==> config.mk <==
export PLATFORM = sky130hd
export DESIGN_NAME = reg_dump_sequencer
export DESIGN_NICKNAME = d
export VERILOG_FILES = /design/src/rtl/debug_pkg.sv /design/src/rtl/word_serializer.sv /design/src/rtl/reg_dump_sequencer.sv
export SDC_FILE = /design/constraint.sdc
export NUM_CORES = 1
export LEC_CHECK = 0
export CORE_ASPECT_RATIO = 1.2
export CORE_UTILIZATION = 34
export CTS_BUF_LIST = sky130_fd_sc_hd__clkbuf_8
export DETAILED_ROUTE_END_ITERATION = 6
export GPL_TIMING_DRIVEN = 0
export PLACE_DENSITY = 0.64
export SLEW_MARGIN = 20
export SYNTH_ARGS = -nofsm -noshare
export SYNTH_HDL_FRONTEND = slang
export SYNTH_HIERARCHICAL = 1
export SYNTH_SLANG_ARGS = --single-unit
==> constraint.sdc <==
create_clock -name clock -period 3.13 [get_ports clock]
set_input_delay 0.7825 -clock clock [delete_from_list [all_inputs] [get_ports clock]]
set_output_delay 0.7825 -clock clock [all_outputs]
set_load 0.1 [all_outputs]
==> src/rtl/debug_pkg.sv <==
// Shared constants for the debug unit's register dump path.
// State codes stay plain logic constants so legacy tools can read them.
package debug_pkg;

   localparam int DEF_DATA_W = 32;
   localparam int BYTES_PER_WORD = DEF_DATA_W / 8;
   localparam logic [7:0] DEF_HEADER_BYTE = 8'hA5;

   typedef logic [2:0] state_t;

   localparam state_t S_IDLE = 3'd0;
   localparam state_t S_WAIT_ACK = 3'd1;
   localparam state_t S_HDR = 3'd2;
   localparam state_t S_LOAD = 3'd3;
   localparam state_t S_SEND = 3'd4;
   localparam state_t S_DONE = 3'd5;

endpackage

==> src/rtl/word_serializer.sv <==
// Big-endian byte serializer for one register word.
// The parent owns the handshake and only pulses load/advance.
module word_serializer
   import debug_pkg::*;
#(
   parameter int DATA_W = DEF_DATA_W
) (
   input  logic              clock,
   input  logic              reset,
   input  logic              load,
   input  logic              advance,
   input  logic [DATA_W-1:0] data,
   output logic [7:0]        data_byte,
   output logic              last
);

   localparam int BYTES = DATA_W / 8;
   localparam int CNT_W = (BYTES > 1) ? $clog2(BYTES) : 1;

   logic [DATA_W-1:0] shreg;
   logic [CNT_W-1:0]  cnt;

   always_ff @(posedge clock or negedge reset) begin
      if (!reset) begin
         shreg <= '0;
         cnt   <= '0;
      end else if (load) begin
         shreg <= data;
         cnt   <= '0;
      end else if (advance) begin
         shreg <= shreg << 8;
         cnt   <= cnt + 1'b1;
      end
   end

   assign data_byte = shreg[DATA_W-1 -: 8];
   assign last      = (cnt == CNT_W'(BYTES - 1));

endmodule

==> src/rtl/reg_dump_sequencer.sv <==
// Halts the pipeline, walks the register bank and streams a
// header byte plus every register, MSB first, to the UART TX.
module reg_dump_sequencer
   import debug_pkg::*;
#(
   parameter int         NUM_REGS    = 32,
   parameter int         ADDR_W      = 5,
   parameter int         DATA_W      = DEF_DATA_W,
   parameter logic [7:0] HEADER_BYTE = DEF_HEADER_BYTE
) (
   input  logic              clock,
   input  logic              reset,
   input  logic              dump_req,
   input  logic              halt_ack,
   input  logic [DATA_W-1:0] reg_data,
   input  logic              tx_ready,
   output logic              halt,
   output logic [ADDR_W-1:0] reg_addr,
   output logic [7:0]        tx_data,
   output logic              tx_valid,
   output logic              dump_busy,
   output logic              dump_done
);

   localparam logic [ADDR_W-1:0] LAST_ADDR = ADDR_W'(NUM_REGS - 1);

   state_t     state;
   state_t     nxt;
   logic       ser_load;
   logic       ser_adv;
   logic       ser_last;
   logic [7:0] ser_byte;
   logic       word_end;
   logic       last_reg;

   assign last_reg = (reg_addr == LAST_ADDR);
   assign word_end = (state == S_SEND) && tx_ready && ser_last;
   assign ser_load = (state == S_LOAD);
   assign ser_adv  = (state == S_SEND) && tx_ready && !ser_last;

   always_comb begin
      nxt = state;
      case (state)
         S_IDLE:     if (dump_req) nxt = S_WAIT_ACK;
         S_WAIT_ACK: if (halt_ack) nxt = S_HDR;
         S_HDR:      if (tx_ready) nxt = S_LOAD;
         S_LOAD:     nxt = S_SEND;
         S_SEND:     if (word_end) nxt = last_reg ? S_DONE : S_LOAD;
         S_DONE:     nxt = S_IDLE;
         default:    nxt = S_IDLE;
      endcase
   end

   always_ff @(posedge clock or negedge reset) begin
      if (!reset) begin
         state <= S_IDLE;
      end else begin
         state <= nxt;
      end
   end

   // Address only moves on whole-word boundaries; it never wraps by overflow.
   always_ff @(posedge clock or negedge reset) begin
      if (!reset) begin
         reg_addr <= '0;
      end else if ((state == S_HDR) && tx_ready) begin
         reg_addr <= '0;
      end else if (word_end && !last_reg) begin
         reg_addr <= reg_addr + 1'b1;
      end else if (state == S_DONE) begin
         reg_addr <= '0;
      end
   end

   word_serializer #(
      .DATA_W (DATA_W)
   ) u_ser (
      .clock     (clock),
      .reset     (reset),
      .load      (ser_load),
      .advance   (ser_adv),
      .data      (reg_data),
      .data_byte (ser_byte),
      .last      (ser_last)
   );

   // Outputs decode the registered state, so reset clears them at once.
   always_comb begin
      tx_valid  = 1'b0;
      tx_data   = 8'h00;
      halt      = 1'b0;
      dump_done = 1'b0;
      unique case (1'b1)
         (state == S_HDR): begin
            tx_valid = 1'b1;
            tx_data  = HEADER_BYTE;
            halt     = 1'b1;
         end
         (state == S_SEND): begin
            tx_valid = 1'b1;
            tx_data  = ser_byte;
            halt     = 1'b1;
         end
         (state == S_WAIT_ACK),
         (state == S_LOAD): halt = 1'b1;
         (state == S_DONE): dump_done = 1'b1;
         default: ;
      endcase
   end

   assign dump_busy = halt;

endmodule

Word level (Yosys, flattened, before mapping)
Index checks and enable logic that the tools add are counted.
{"block": "totals", "latchBits": 0, "input_bits": 37, "word_cells": 47, "out_inout_bits": 17, "n_memories": 0, "regBits": 42, "mem_bits_rw": 0, "romBits": 0}
{"block": "op_classes", "add_sub_neg": 2, "magnitude_cmp": 0, "n_div": 0, "shifts": 0, "n_eq_ne": 11, "mul": 0, "bitwise_logic": 0, "reduce_logical": 13, "n_mux": 17}
{"op": "32-bit two-way mux", "n": 2}
{"op": "8-bit one-hot mux with 2 select lines", "n": 1}
{"op": "3-bit two-way mux", "n": 5}
{"op": "5-bit two-way mux", "n": 3}
{"op": "3-bit one-hot mux with 5 select lines", "n": 1}
{"op": "2-bit inequality test (second input constant)", "n": 4}
{"op": "3-bit by 2-bit == test with 1-bit output (second input constant)", "n": 2}
{"op": "3-bit == test (second input constant)", "n": 2}
{"op": "5-bit by 1-bit adder with 5-bit output (second input constant)", "n": 1}
{"op": "5-bit == test (second input constant)", "n": 1}
{"op": "1-bit logical AND", "n": 5}
{"op": "2-bit two-way mux", "n": 2}
{"op": "4-bit AND reduction", "n": 1}
{"op": "4-bit OR reduction", "n": 1}
{"op": "3-bit by 1-bit == test with 1-bit output (second input constant)", "n": 1}
{"op": "3-bit logical NOT", "n": 1}
{"op": "1-bit two-way mux", "n": 3}
{"op": "3-bit nonzero test", "n": 1}
{"op": "2-bit by 1-bit adder with 2-bit output (second input constant)", "n": 1}
{"op": "2-bit == test (second input constant)", "n": 1}
{"op": "1-bit logical NOT", "n": 2}
{"op": "2-bit nonzero test", "n": 1}
{"op": "2-bit OR reduction", "n": 1}

Longest topological paths before layout
Gate-level depths: netlist (run 1).
{"block": "depth", "word_depth": 6, "mapped_depth": 7, "depth_no_buf": 6}

Hierarchy
Netlist (run 1), hierarchy kept.
{"module": "word_serializer", "seq_area_each_um2": 850.8, "cells_per_inst": 154, "area_each_um2": 1617.8, "instances": 1}
{"module": "reg_dump_sequencer", "seq_area_each_um2": 200.2, "cells_per_inst": 65, "area_each_um2": 570.5, "instances": 1}

Least setup slack after synthesis (run 1)
No wires, ideal clock.
{"block": "synth_timing", "path_kind": "register -> output", "startpoint": "register state[0]", "endpoint": "output port halt", "n_path_buf": 2, "arrival_ns": 2.864, "slack_ns": -0.517, "t_required_ns": 2.348, "path_stages_with_launch": 5, "cell_sequence": "dfrtp_1 -> clkbuf_1 -> nor2_1 -> xnor2_1 -> buf_4"}
{"block": "synth_between", "elab_chain_cells": 3, "word_cells_on_any_way": 6, "cone_classes": "eq/ne: 4; mux: 1; reduce/logical: 1"}
{"element": "start, declared", "line_no": "reg_dump_sequencer.sv:27", "text": "state_t state;"}
{"element": "start signal, assigned", "line_no": "reg_dump_sequencer.sv:58", "text": "state <= nxt;"}
{"element": "3-bit by 2-bit == test with 1-bit output, or another cell as far along", "line_no": "reg_dump_sequencer.sv:105", "text": "(state == S_LOAD): halt = 1'b1;"}
{"element": "4-bit OR reduction (no source line) *"}
{"element": "1-bit two-way mux *", "line_no": "reg_dump_sequencer.sv:93", "text": "unique case (1'b1)"}
{"element": "end, declared", "line_no": "reg_dump_sequencer.sv:17", "text": "output logic halt,"}
Mark *: on every way between the ends. The rest lies on a longest branch, timed or not.

Final worst setup path (run 1)
{"block": "layout_timing", "startpoint": "register state[0]", "endpoint": "output port dump_done"}
{"block": "layout_between", "elab_chain_cells": 2}
{"element": "3-bit == test", "line_no": "reg_dump_sequencer.sv:106", "text": "(state == S_DONE): dump_done = 1'b1;"}
{"element": "1-bit two-way mux", "line_no": "reg_dump_sequencer.sv:93"}
{"element": "end, declared", "line_no": "reg_dump_sequencer.sv:22", "text": "output logic dump_done"}
Every way passes these cells.

==> results of run 1 <==
-- metal layers --
metal  wire (um)  vias up
met5           0        -
met4          38        0
met3         202        5
met2        2350       41
met1        2130      813
li1            -      860
-- worst max path at each step --
stage | start | to | slack [ps] | cells past startpoint
2_1_floorplan | state[0]$_DFFE_PN0P_ | halt | 100 | 4
3_3_place_gp | state[0]$_DFFE_PN0P_ | halt | -120 | 5
3_5_place_dp | state[0]$_DFFE_PN0P_ | halt | -140 | 5
4_1_cts | state[0]$_DFFE_PN0P_ | halt | 100 | 5
5_1_grt | state[2]$_DFFE_PN0P_ | tx_data[7] | 30 | 5
6_report | state[0]$_DFFE_PN0P_ | dump_done | 180 | 4
-- registers in the layout, indices dropped and copies added, names as in the netlist --
signal / flops
u_ser/cnt: 2
u_ser/shreg: 32
state: 3
reg_addr: 5
-- logic make-up (layout without fill, tap and decap cells) --
kind of cell,after synthesis,in the layout,synth area share
fa+ha+maj,3,3,0.0172
simple gates,70,70,0.157
buf+inv,27,89,0.0886
mux,26,26,0.119
xor+xnor,3,3,0.0120
compound gates,48,48,0.126
flops,42,42,0.480
-- layout by cell type, fill, tap and decap left out, types with 2 or more instances in the layout --
cell type	n
buf_4	12
clkbuf_1	2
buf_12	3
nand2_1	36
inv_1	4
mux2i_1	25
xnor2_1	2
a21oi_1	2
clkbuf_8	6
clkdlybuf4s50_1	40
o21ai_1	20
nand3b_1	2
a21oi_2	4
nand2b_1	10
dlygate4sd2_1	2
nor2_2	2
o21ai_0	13
clkdlybuf4s15_2	10
buf_2	6
a22o_1	3
and3_1	5
nor2b_1	5
dfrtp_1	42
nor2_1	4
ha_1	3
-- repair_timing --
item,CTS,global route
endpoints found under the hold margin,0,0
resized for setup,32,1
endpoints found under the setup margin,12,1
-- stage by stage --
| step | TNS (ps) | power (W) | setup WS [ps] | cells | hold WS, ps |
|---|---|---|---|---|---|
| 6_report | 0 | 0.00248 | 182 | 363 | 397 |
| 5_1_grt | 0 | 0.00266 | 33.5 | 363 | 415 |
| 4_1_cts | 0 | 0.00251 | 103 | 363 | 400 |
| 3_5_place_dp | -746 | 0.00216 | -143 | 355 | 520 |
| 3_3_place_gp | -605 | 0.00213 | -119 | 354 | 508 |
| 2_1_floorplan | 0 | 0.00184 | 102 | 219 | 487 |
-- report_power, final --
part	leakage (nW)	internal, W	switching [W]	total (W)
Clock	0.0472	0.000177	0.000189	0.000367
Combinational	0.656	0.000448	0.000796	0.00124
Sequential	0.538	0.000754	0.000118	0.000872
Total	1.24	0.00138	0.00110	0.00248
-- cells in the mapped netlist (all sizes together) (2+ instances only) --
cell type,n
xnor2,3
nand2,36
ha,3
o21ai,33
inv,4
nand3b,2
clkbuf,3
nor2b,5
and3,5
nand2b,10
nor2,6
mux2i,25
a21oi,6
a22o,3
buf,20
dfrtp,42
-- critical path: cells and delay by family (launching register included) --
family,cells,cell delay (ps)
and+or+nand+nor,1,160
DFF,1,370
buffers and inverters,3,1340
-- final cells by class --
cell class | count | area [um^2] | area share
Sequential cell | 42 | 1050 | 0.354
Timing Repair Buffer | 54 | 556 | 0.187
Buffer | 23 | 179 | 0.0603
Multi-Input combinational cell | 150 | 968 | 0.326
Clock buffer | 6 | 82.6 | 0.0278
Clock inverter | 2 | 12.5 | 0.00422
Tap cell | 82 | 103 | 0.0346
Inverter | 4 | 15.0 | 0.00506
==> run summary, run 1 <==
kind of critical path = flop to primary output
Mapped Cells = 219
R2R depth = 6
GRT busiest layer = met2
residual DRC count = 0
ratio of cells with drive above 1 in the final layout = 0.174
Layout area overhead = 35.6%
status = complete, no violations
CP Data Required Time = 2350 ps
Yosys cell types = 35
H-tree depth = 2
Area after DPL = 2860 um^2
critical path's largest stage delay = 840 ps
die height = 89.9 um
final hold vios = 0
slowest cell on the critical path = dlygate4sd2_1
max frequency = 339 MHz
register area share after synthesis = 0.480
Mean Syn Cell Area = 9.99 um^2
CP arrival = 2170 ps
area leader, netlist = dfrtp_1
initial drt markers = 46
TritonCTS clock tree = done
IO Pins = 54
Slew Limit Fails = 0
largest net degree at the start of global routing = 28
Final Core Density = 0.484
hold bufs inserted after CTS = 0
Ys Warns = 6
met3 usage = 0.0348
Routed wire per std cell = 13.0 um
Routed WL = 4.72 mm
Die ar. = 6760 um^2
I/O Buffers = 53
crit end category = primary output
relative slew slack = 0.355
Antenna Nets Post-Route = 0
Area contributors post-synth = dfrtp_1 (48%), mux2i_1 (11%), nand2_1 (6.2%)
slew of the pin with the lowest slew margin = 964 ps
Async SR Flop Fraction = 1.00
FF-to-FF End = reg_addr[2]$_DFFE_PN0P_
initial antenna violation count = 0
core footprint = 6130 um^2
starting density of the core = 0.357
NumNets Final = 320
Mapped Nets = 259
clk_skew = 6.29 ps
CTS Sinks = 42
clock root cell = clkbuf_8
gpl congestion = 0.728
Max clock buf depth = 2
first-pass GRT wire length = 8.03 mm
CP Launch Type = flop
setup violators final = 0
die width = 75.2 um
Max Cap Viol = 0
Clock Pin Slew Worst Setup and Hold Paths = 80 ps
RSZ-0062 raised after global routing = false
GRT Util Overall = 0.155
setup repair bufs after CTS = 0
share of the synthesized area in the top cell type = 0.480
worst skew pair latency = 290 ps
Vias = 1719
via-per-instance ratio = 4.74
Layout fillers = 626
crit path cell chain = clkbuf_1, nand3b_1, inv_1, dlygate4sd2_1
Hold Path Class = primary input to async pin
PD cells = 837 nW/um^2
global route overflow = 0
critical path peak fanout = 10
ant diodes = 0
TritonCTS buffer count = 5
met1 usage = 0.197
vias in the first global route = 1725
worst r2r src = reg_addr[0]$_DFFE_PN0P_
Mapped Area = 2190 um^2
Reg2Reg Setup Slack = 1060 ps
routing usage on met2 = 0.263
row cnt = 31
Finished Cell Area = 2970 um^2
Pre-Repair DR Iteration Count = 4
number of flops mapped to enable cells by yosys = 0
DP HPWL = 3.55 mm
minimum clock period = 2950 ps
leakage power = 1.24 nW
Yosys reg bits = 42
Top FF cell, synth = dfrtp_1
peak supply drop = 0.648 mV
fin crit share = 0.942
Note: power is estimated with default switching activity, not from simulation.
==> run 2: changes to the inputs <==
--- a/config.mk
+++ b/config.mk
@@ -5,12 +5,14 @@
 export SDC_FILE = /design/constraint.sdc
 export NUM_CORES = 1
 export LEC_CHECK = 0
+export CAP_MARGIN = 10
 export CORE_ASPECT_RATIO = 1.2
 export CORE_UTILIZATION = 34
 export CTS_BUF_LIST = sky130_fd_sc_hd__clkbuf_8
 export DETAILED_ROUTE_END_ITERATION = 6
 export GPL_TIMING_DRIVEN = 0
-export PLACE_DENSITY = 0.64
+export PLACE_DENSITY = 0.61
+export SETUP_SLACK_MARGIN = 0.15
 export SLEW_MARGIN = 20
 export SYNTH_ARGS = -nofsm -noshare
 export SYNTH_HDL_FRONTEND = slang
==> run summary, run 2 (synthesis gave the netlist of run 1 again) <==
status = complete, no violations
initial antenna violation count = 0 (unchanged)
max frequency = 343 MHz (+1.2%)
setup repair bufs after CTS = 0 (unchanged)
crit end category = primary output
IO Pins = 54 (unchanged)
Slew Limit Fails = 0 (unchanged)
die width = 75.2 um (unchanged)
slew of the pin with the lowest slew margin = 971 ps (+6.14 ps)
Layout area overhead = 34.7%
first-pass GRT wire length = 8.24 mm (+2.6%)
relative slew slack = 0.351 (-0.00411)
critical path peak fanout = 10 (unchanged)
worst r2r src = reg_addr[0]$_DFFE_PN0P_
ant diodes = 0 (unchanged)
GRT Util Overall = 0.159 (+0.00450)
Critical Path Start = state[0]$_DFFE_PN0P_
Max Cap Viol = 0 (unchanged)
Reg area = 1050 um^2 (unchanged)
hold bufs inserted after CTS = 0 (unchanged)
Vias = 1709 (-0.58%)
FF-to-FF End = reg_addr[2]$_DFFE_PN0P_
kind of critical path = flop to primary output
Routed WL = 4.82 mm (+2.2%)
RSZ-0062 raised after global routing = true
starting density of the core = 0.357 (unchanged)
core footprint = 6130 um^2 (unchanged)
Reg2Reg Setup Slack = 1030 ps (-30 ps)
CP arrival = 2130 ps (-40 ps)
via-per-instance ratio = 4.71 (-0.58%)
I/O Buffers = 53 (unchanged)
minimum clock period = 2910 ps (-36.0 ps)
CTS Sinks = 42 (unchanged)
gpl congestion = 0.742 (+1.8%)
largest registers = u_ser/shreg: 32 flops, reg_addr: 5 flops, state: 3 flops
Max clock buf depth = 2 (unchanged)
final hold slack = 383 ps (-14.2 ps)
vias in the first global route = 1652 (-4.2%)
row cnt = 31 (unchanged)
critical path's largest stage delay = 540 ps (-300 ps)
Final Core Density = 0.481 (-0.00306)
slowest cell on the critical path = clkdlybuf4s15_2
final setup TNS = 0 ps (unchanged)
multi-input logic area = 966 um^2 (-0.26%)
crit path cell chain = clkbuf_2, nor2_1, xnor2_2, buf_4, clkdlybuf4s15_2
DP HPWL = 3.54 mm (-0.23%)
NumNets Final = 320 (unchanged)
setup violators final = 0 (unchanged)
TritonCTS clock tree = done
ratio of cells with drive above 1 in the final layout = 0.171 (-0.00356)
PD cells = 856 nW/um^2 (+2.3%)
Layout fillers = 644 (+2.9%)
worst skew pair latency = 290 ps (about the same)
CP Data Required Time = 2350 ps (about the same)
DP Cell Count = 355 (unchanged)
peak supply drop = 0.410 mV (-37%)
largest net degree at the start of global routing = 30 (+7.1%)
dpl ws = -116 ps (+26.7 ps)
most common cell after layout, fill and taps aside = dfrtp_1
global route overflow = 0 (unchanged)
final hold vios = 0 (unchanged)
residual DRC count = 0 (unchanged)
commonest non-fill, non-tap cells in the layout = dfrtp_1 (42), clkdlybuf4s50_1 (40), nand2_1 (36), mux2i_1 (25), o21ai_1 (20)
Clock Pin Slew Worst Setup and Hold Paths = 80 ps (about the same)
Routed wire per std cell = 13.3 um (+2.2%)
worst setup margin = 218 ps (+36.0 ps)
Pre-Repair DR Iteration Count = 4 (unchanged)
clock root cell = clkbuf_8
die height = 89.9 um (unchanged)
CP Launch Type = flop
max reg flops = 32 (unchanged)
leakage power = 1.26 nW (+1.5%)
Largest Register = u_ser/shreg
Hold Path Class = primary input to async pin
H-tree depth = 2 (unchanged)
clk_skew = 9.03 ps (+2.74 ps)
initial drt markers = 56 (+22%)
Setup crit end = halt
Die ar. = 6760 um^2 (unchanged)
post-route insts no fill = 363 (unchanged)
fin crit share = 0.930 (-0.0115)
Antenna Nets Post-Route = 0 (unchanged)
TritonCTS buffer count = 5 (unchanged)
R2R depth = 6 (unchanged)
==> run 2: cell count changes in the layout (fill, tap and decap cells not counted), sizes merged <==
cell and change:
inv +2, clkinv -1, dlygate4sd2 -1, bufinv +1
buf +4, clkdlybuf4s15 -4, clkinvlp -1
==> run 2: what timing repair did <==
action / CTS / global route
gates cloned: 0 / 0
gates resized for setup: 32 / 12
setup endpoints to repair: 12 / 12
pin swaps: 0 / 0
==> run 2: worst max-delay path: cells and delay by family (launching register included) <==
kind / cells / cell delay, ps
XOR/XNOR: 1 / 170
buffers and inverters: 3 / 870
flip-flops: 1 / 400
AND/OR/NAND/NOR: 1 / 400
==> run 2: layer usage <==
layer / wire [um] / global-route usage
met5: 0 / 0
met3: 182 / 0.0348
met2: 2320 / 0.252
met1: 2260 / 0.224
met4: 52 / 0.0324
==> run 2: area by class of cell <==
cell class              instances  area share
well taps                      82      0.0348
repair buffers                 54       0.179
clock inverters                 3      0.0127
flip-flops and latches         42       0.357
inverters                       4     0.00509
plain buffers                  23      0.0611
multi-input cells             150       0.328
clock buffers                   5      0.0233
==> run 2: power breakdown <==
group	internal (W)	total [W]	leakage (nW)	switching, W
clock	0.000232	0.000419	0.0607	0.000187
combinational	0.000433	0.00123	0.660	0.000799
sequential	0.000754	0.000873	0.538	0.000119
total	0.00142	0.00252	1.26	0.00110
==> run 2: worst min-delay path by stage <==
| stage | start | to | slack (ps) | depth (start not counted) |
|---|---|---|---|---|
| floorplan | reset | reg_addr[0]$_DFFE_PN0P_ | 490 | 0 |
| finish | reset | u_ser/shreg[11]$_DFFE_PN0P_ | 380 | 1 |
| CTS | reset | u_ser/shreg[11]$_DFFE_PN0P_ | 390 | 1 |
| detailed placement | u_ser/cnt[1]$_DFFE_PN0P_ | u_ser/cnt[1]$_DFFE_PN0P_ | 520 | 2 |
| global route | reset | u_ser/shreg[11]$_DFFE_PN0P_ | 400 | 1 |
| global placement | u_ser/cnt[1]$_DFFE_PN0P_ | u_ser/cnt[1]$_DFFE_PN0P_ | 510 | 2 |
==> run 2: through the flow <==
stage	cell area [um^2]	total power (W)
floorplan	2210	0.00184
global placement	2840	0.00213
finish	2950	0.00252
global route	2950	0.00268
detailed placement	2860	0.00216
CTS	2980	0.00256
==> run 3: changes to the inputs <==
--- a/config.mk
+++ b/config.mk
@@ -13,7 +13,7 @@
 export GPL_TIMING_DRIVEN = 0
 export PLACE_DENSITY = 0.61
 export SETUP_SLACK_MARGIN = 0.15
-export SLEW_MARGIN = 20
+export SLEW_MARGIN = 40
 export SYNTH_ARGS = -nofsm -noshare
 export SYNTH_HDL_FRONTEND = slang
 export SYNTH_HIERARCHICAL = 1
==> run summary, run 3 (synthesis gave the netlist of run 1 again) <==
dpl ws = 599 ps (+715 ps)
Layout area overhead = 31.0%
die width = 75.2 um (unchanged)
TritonCTS clock tree = done
setup repair bufs after CTS = 0 (unchanged)
GRT Util Overall = 0.154 (-0.00550)
leakage power = 1.26 nW (+0.29%)
CTS Sinks = 42 (unchanged)
I/O Buffers = 53 (unchanged)
Max clock buf depth = 2 (unchanged)
residual DRC count = 0 (unchanged)
initial antenna violation count = 0 (unchanged)
DP HPWL = 3.54 mm (-0.17%)
Power, Total = 0.00245 W (-3.1%)
relative slew slack = 0.615 (+0.264)
Routed WL = 4.83 mm (+0.27%)
hold bufs inserted after CTS = 0 (unchanged)
largest net degree at the start of global routing = 30 (unchanged)
Antenna Nets Post-Route = 0 (unchanged)
starting density of the core = 0.357 (unchanged)
core footprint = 6130 um^2 (unchanged)
Clock Pin Slew Worst Setup and Hold Paths = 80 ps (about the same)
Slew Limit Fails = 0 (unchanged)
worst setup margin = 306 ps (+88.1 ps)
Vias = 1720 (+0.64%)
final hold vios = 0 (unchanged)
most common cell after layout, fill and taps aside = dfrtp_1
IO Pins = 54 (unchanged)
Finished Cell Area = 2870 um^2 (-2.7%)
PD cells = 853 nW/um^2 (-0.35%)
TritonCTS buffer count = 5 (unchanged)
Sw Ratio = 0.451 (+0.0137)
Resized Gates After CTS = 0 (-100%)
clk_skew = 6.35 ps (-2.68 ps)
CP Data Required Time = 2350 ps (about the same)
peak supply drop = 0.382 mV (-7.0%)
clock root cell = clkbuf_8
Routed wire per std cell = 13.3 um (+0.27%)
global route overflow = 0 (unchanged)
Comb pwr share = 0.495 (+0.007)
vias in the first global route = 1595 (-3.5%)
NumNets Final = 320 (unchanged)
crit end category = primary output
CP Launch Type = flop
Area after DPL = 2780 um^2 (-2.9%)
row cnt = 31 (unchanged)
Hold Path Class = primary input to async pin
max frequency = 354 MHz (+3.1%)
switching power total = 0.00110 W (about the same)
Layout fillers = 637 (-1.1%)
final setup TNS = 0 ps (unchanged)
P_int = 0.00134 W (-5.4%)
minimum clock period = 2820 ps (-88.1 ps)
ratio of cells with drive above 1 in the final layout = 0.192 (+0.0214)
worst skew pair latency = 290 ps (about the same)
RSZ-0062 raised after global routing = false
fin crit share = 0.902 (-0.0282)
initial drt markers = 68 (+21%)
Largest Register = u_ser/shreg
Clk pwr share = 0.148 (-0.018)
setup violators final = 0 (unchanged)
critical path peak fanout = 10 (unchanged)
Die ar. = 6760 um^2 (unchanged)
commonest non-fill, non-tap cells in the layout = dfrtp_1 (42), nand2_1 (36), clkdlybuf4s50_1 (35), mux2i_1 (25), buf_2 (22)
die height = 89.9 um (unchanged)
slew of the pin with the lowest slew margin = 578 ps (-392 ps)
Max Cap Viol = 0 (unchanged)
kind of critical path = flop to primary output
first-pass GRT wire length = 7.90 mm (-4.1%)
Sequential Power Share = 0.356 (+0.010)
CP arrival = 2040 ps (-90 ps)
Pre-Repair DR Iteration Count = 4 (unchanged)
ant diodes = 0 (unchanged)
max reg flops = 32 (unchanged)
largest registers = u_ser/shreg: 32 flops, reg_addr: 5 flops, state: 3 flops
via-per-instance ratio = 4.74 (+0.64%)
H-tree depth = 2 (unchanged)
status = complete, no violations
gpl congestion = 0.742 (unchanged)
run 3: changes by cell type in the layout (fill, tap and decap cells not counted), sizes merged:
cell           previous run  this run
dlygate4sd2               1         0
clkdlybuf4s15             6         0
clkdlybuf4s50            40        35
bufinv                    1         0
inv                       6         5
clkinv                    0         1
buf                      26        39
run 3: layout make-up:
class	instances	area, um^2	share of cell area
Clock inverter	2	8.76	0.00305
Tap cell	82	103	0.0358
Clock buffer	6	82.6	0.0288
Multi-Input combinational cell	150	966	0.337
Sequential cell	42	1050	0.366
Timing Repair Buffer	54	463	0.161
Buffer	23	179	0.0624
Inverter	4	15.0	0.00524
run 3: through the flow:
step	utilization	hold WS, ps	cells
after global placement	0.464	506	354
after floorplan	-	487	219
after detailed placement	0.453	522	355
final	0.468	333	363
after CTS	0.468	332	363
after global routing	0.468	332	363
run 3: power by group through the flow:
stage / Clock, W / Sequential [W] / Combinational (W)
2_1_floorplan: 0 / 0.000852 / 0.000991
3_3_place_gp: 0 / 0.000878 / 0.00125
3_5_place_dp: 0 / 0.000883 / 0.00122
4_1_cts: 0.000371 / 0.000872 / 0.00122
5_1_grt: 0.000397 / 0.000896 / 0.00130
6_report: 0.000363 / 0.000872 / 0.00121
run 3: worst paths after layout:
path | startpoint | to | slack (ps) | cells past startpoint
max reg2reg | reg_addr[0]$_DFFE_PN0P_ | reg_addr[2]$_DFFE_PN0P_ | 1050 | 6
min reg2reg | u_ser/cnt[1]$_DFFE_PN0P_ | u_ser/cnt[1]$_DFFE_PN0P_ | 530 | 2
max | state[0]$_DFFE_PN0P_ | halt | 310 | 5
min | reset | u_ser/shreg[27]$_DFFE_PN0P_ | 330 | 1
min in group clock | u_ser/cnt[1]$_DFFE_PN0P_ | u_ser/cnt[1]$_DFFE_PN0P_ | 530 | 2
max in group asynchronous | reset | u_ser/shreg[31]$_DFFE_PN0P_ | 2380 | 2
run 3: routing by layer:
| metal | global-route usage | share of wire | up-vias |
|---|---|---|---|
| met5 | 0 | 0 | - |
| met4 | 0.0324 | 0.0095 | 0 |
| met3 | 0.0348 | 0.038 | 5 |
| met2 | 0.245 | 0.48 | 45 |
| met1 | 0.212 | 0.47 | 807 |
| li1 | - | - | 863 |
run 3: critical path, stage by stage, from the launching register on:
cell,delay (ps)
dfrtp_1,400
clkbuf_1,250
nor2_1,410
xnor2_2,160
buf_4,120
buf_2,410
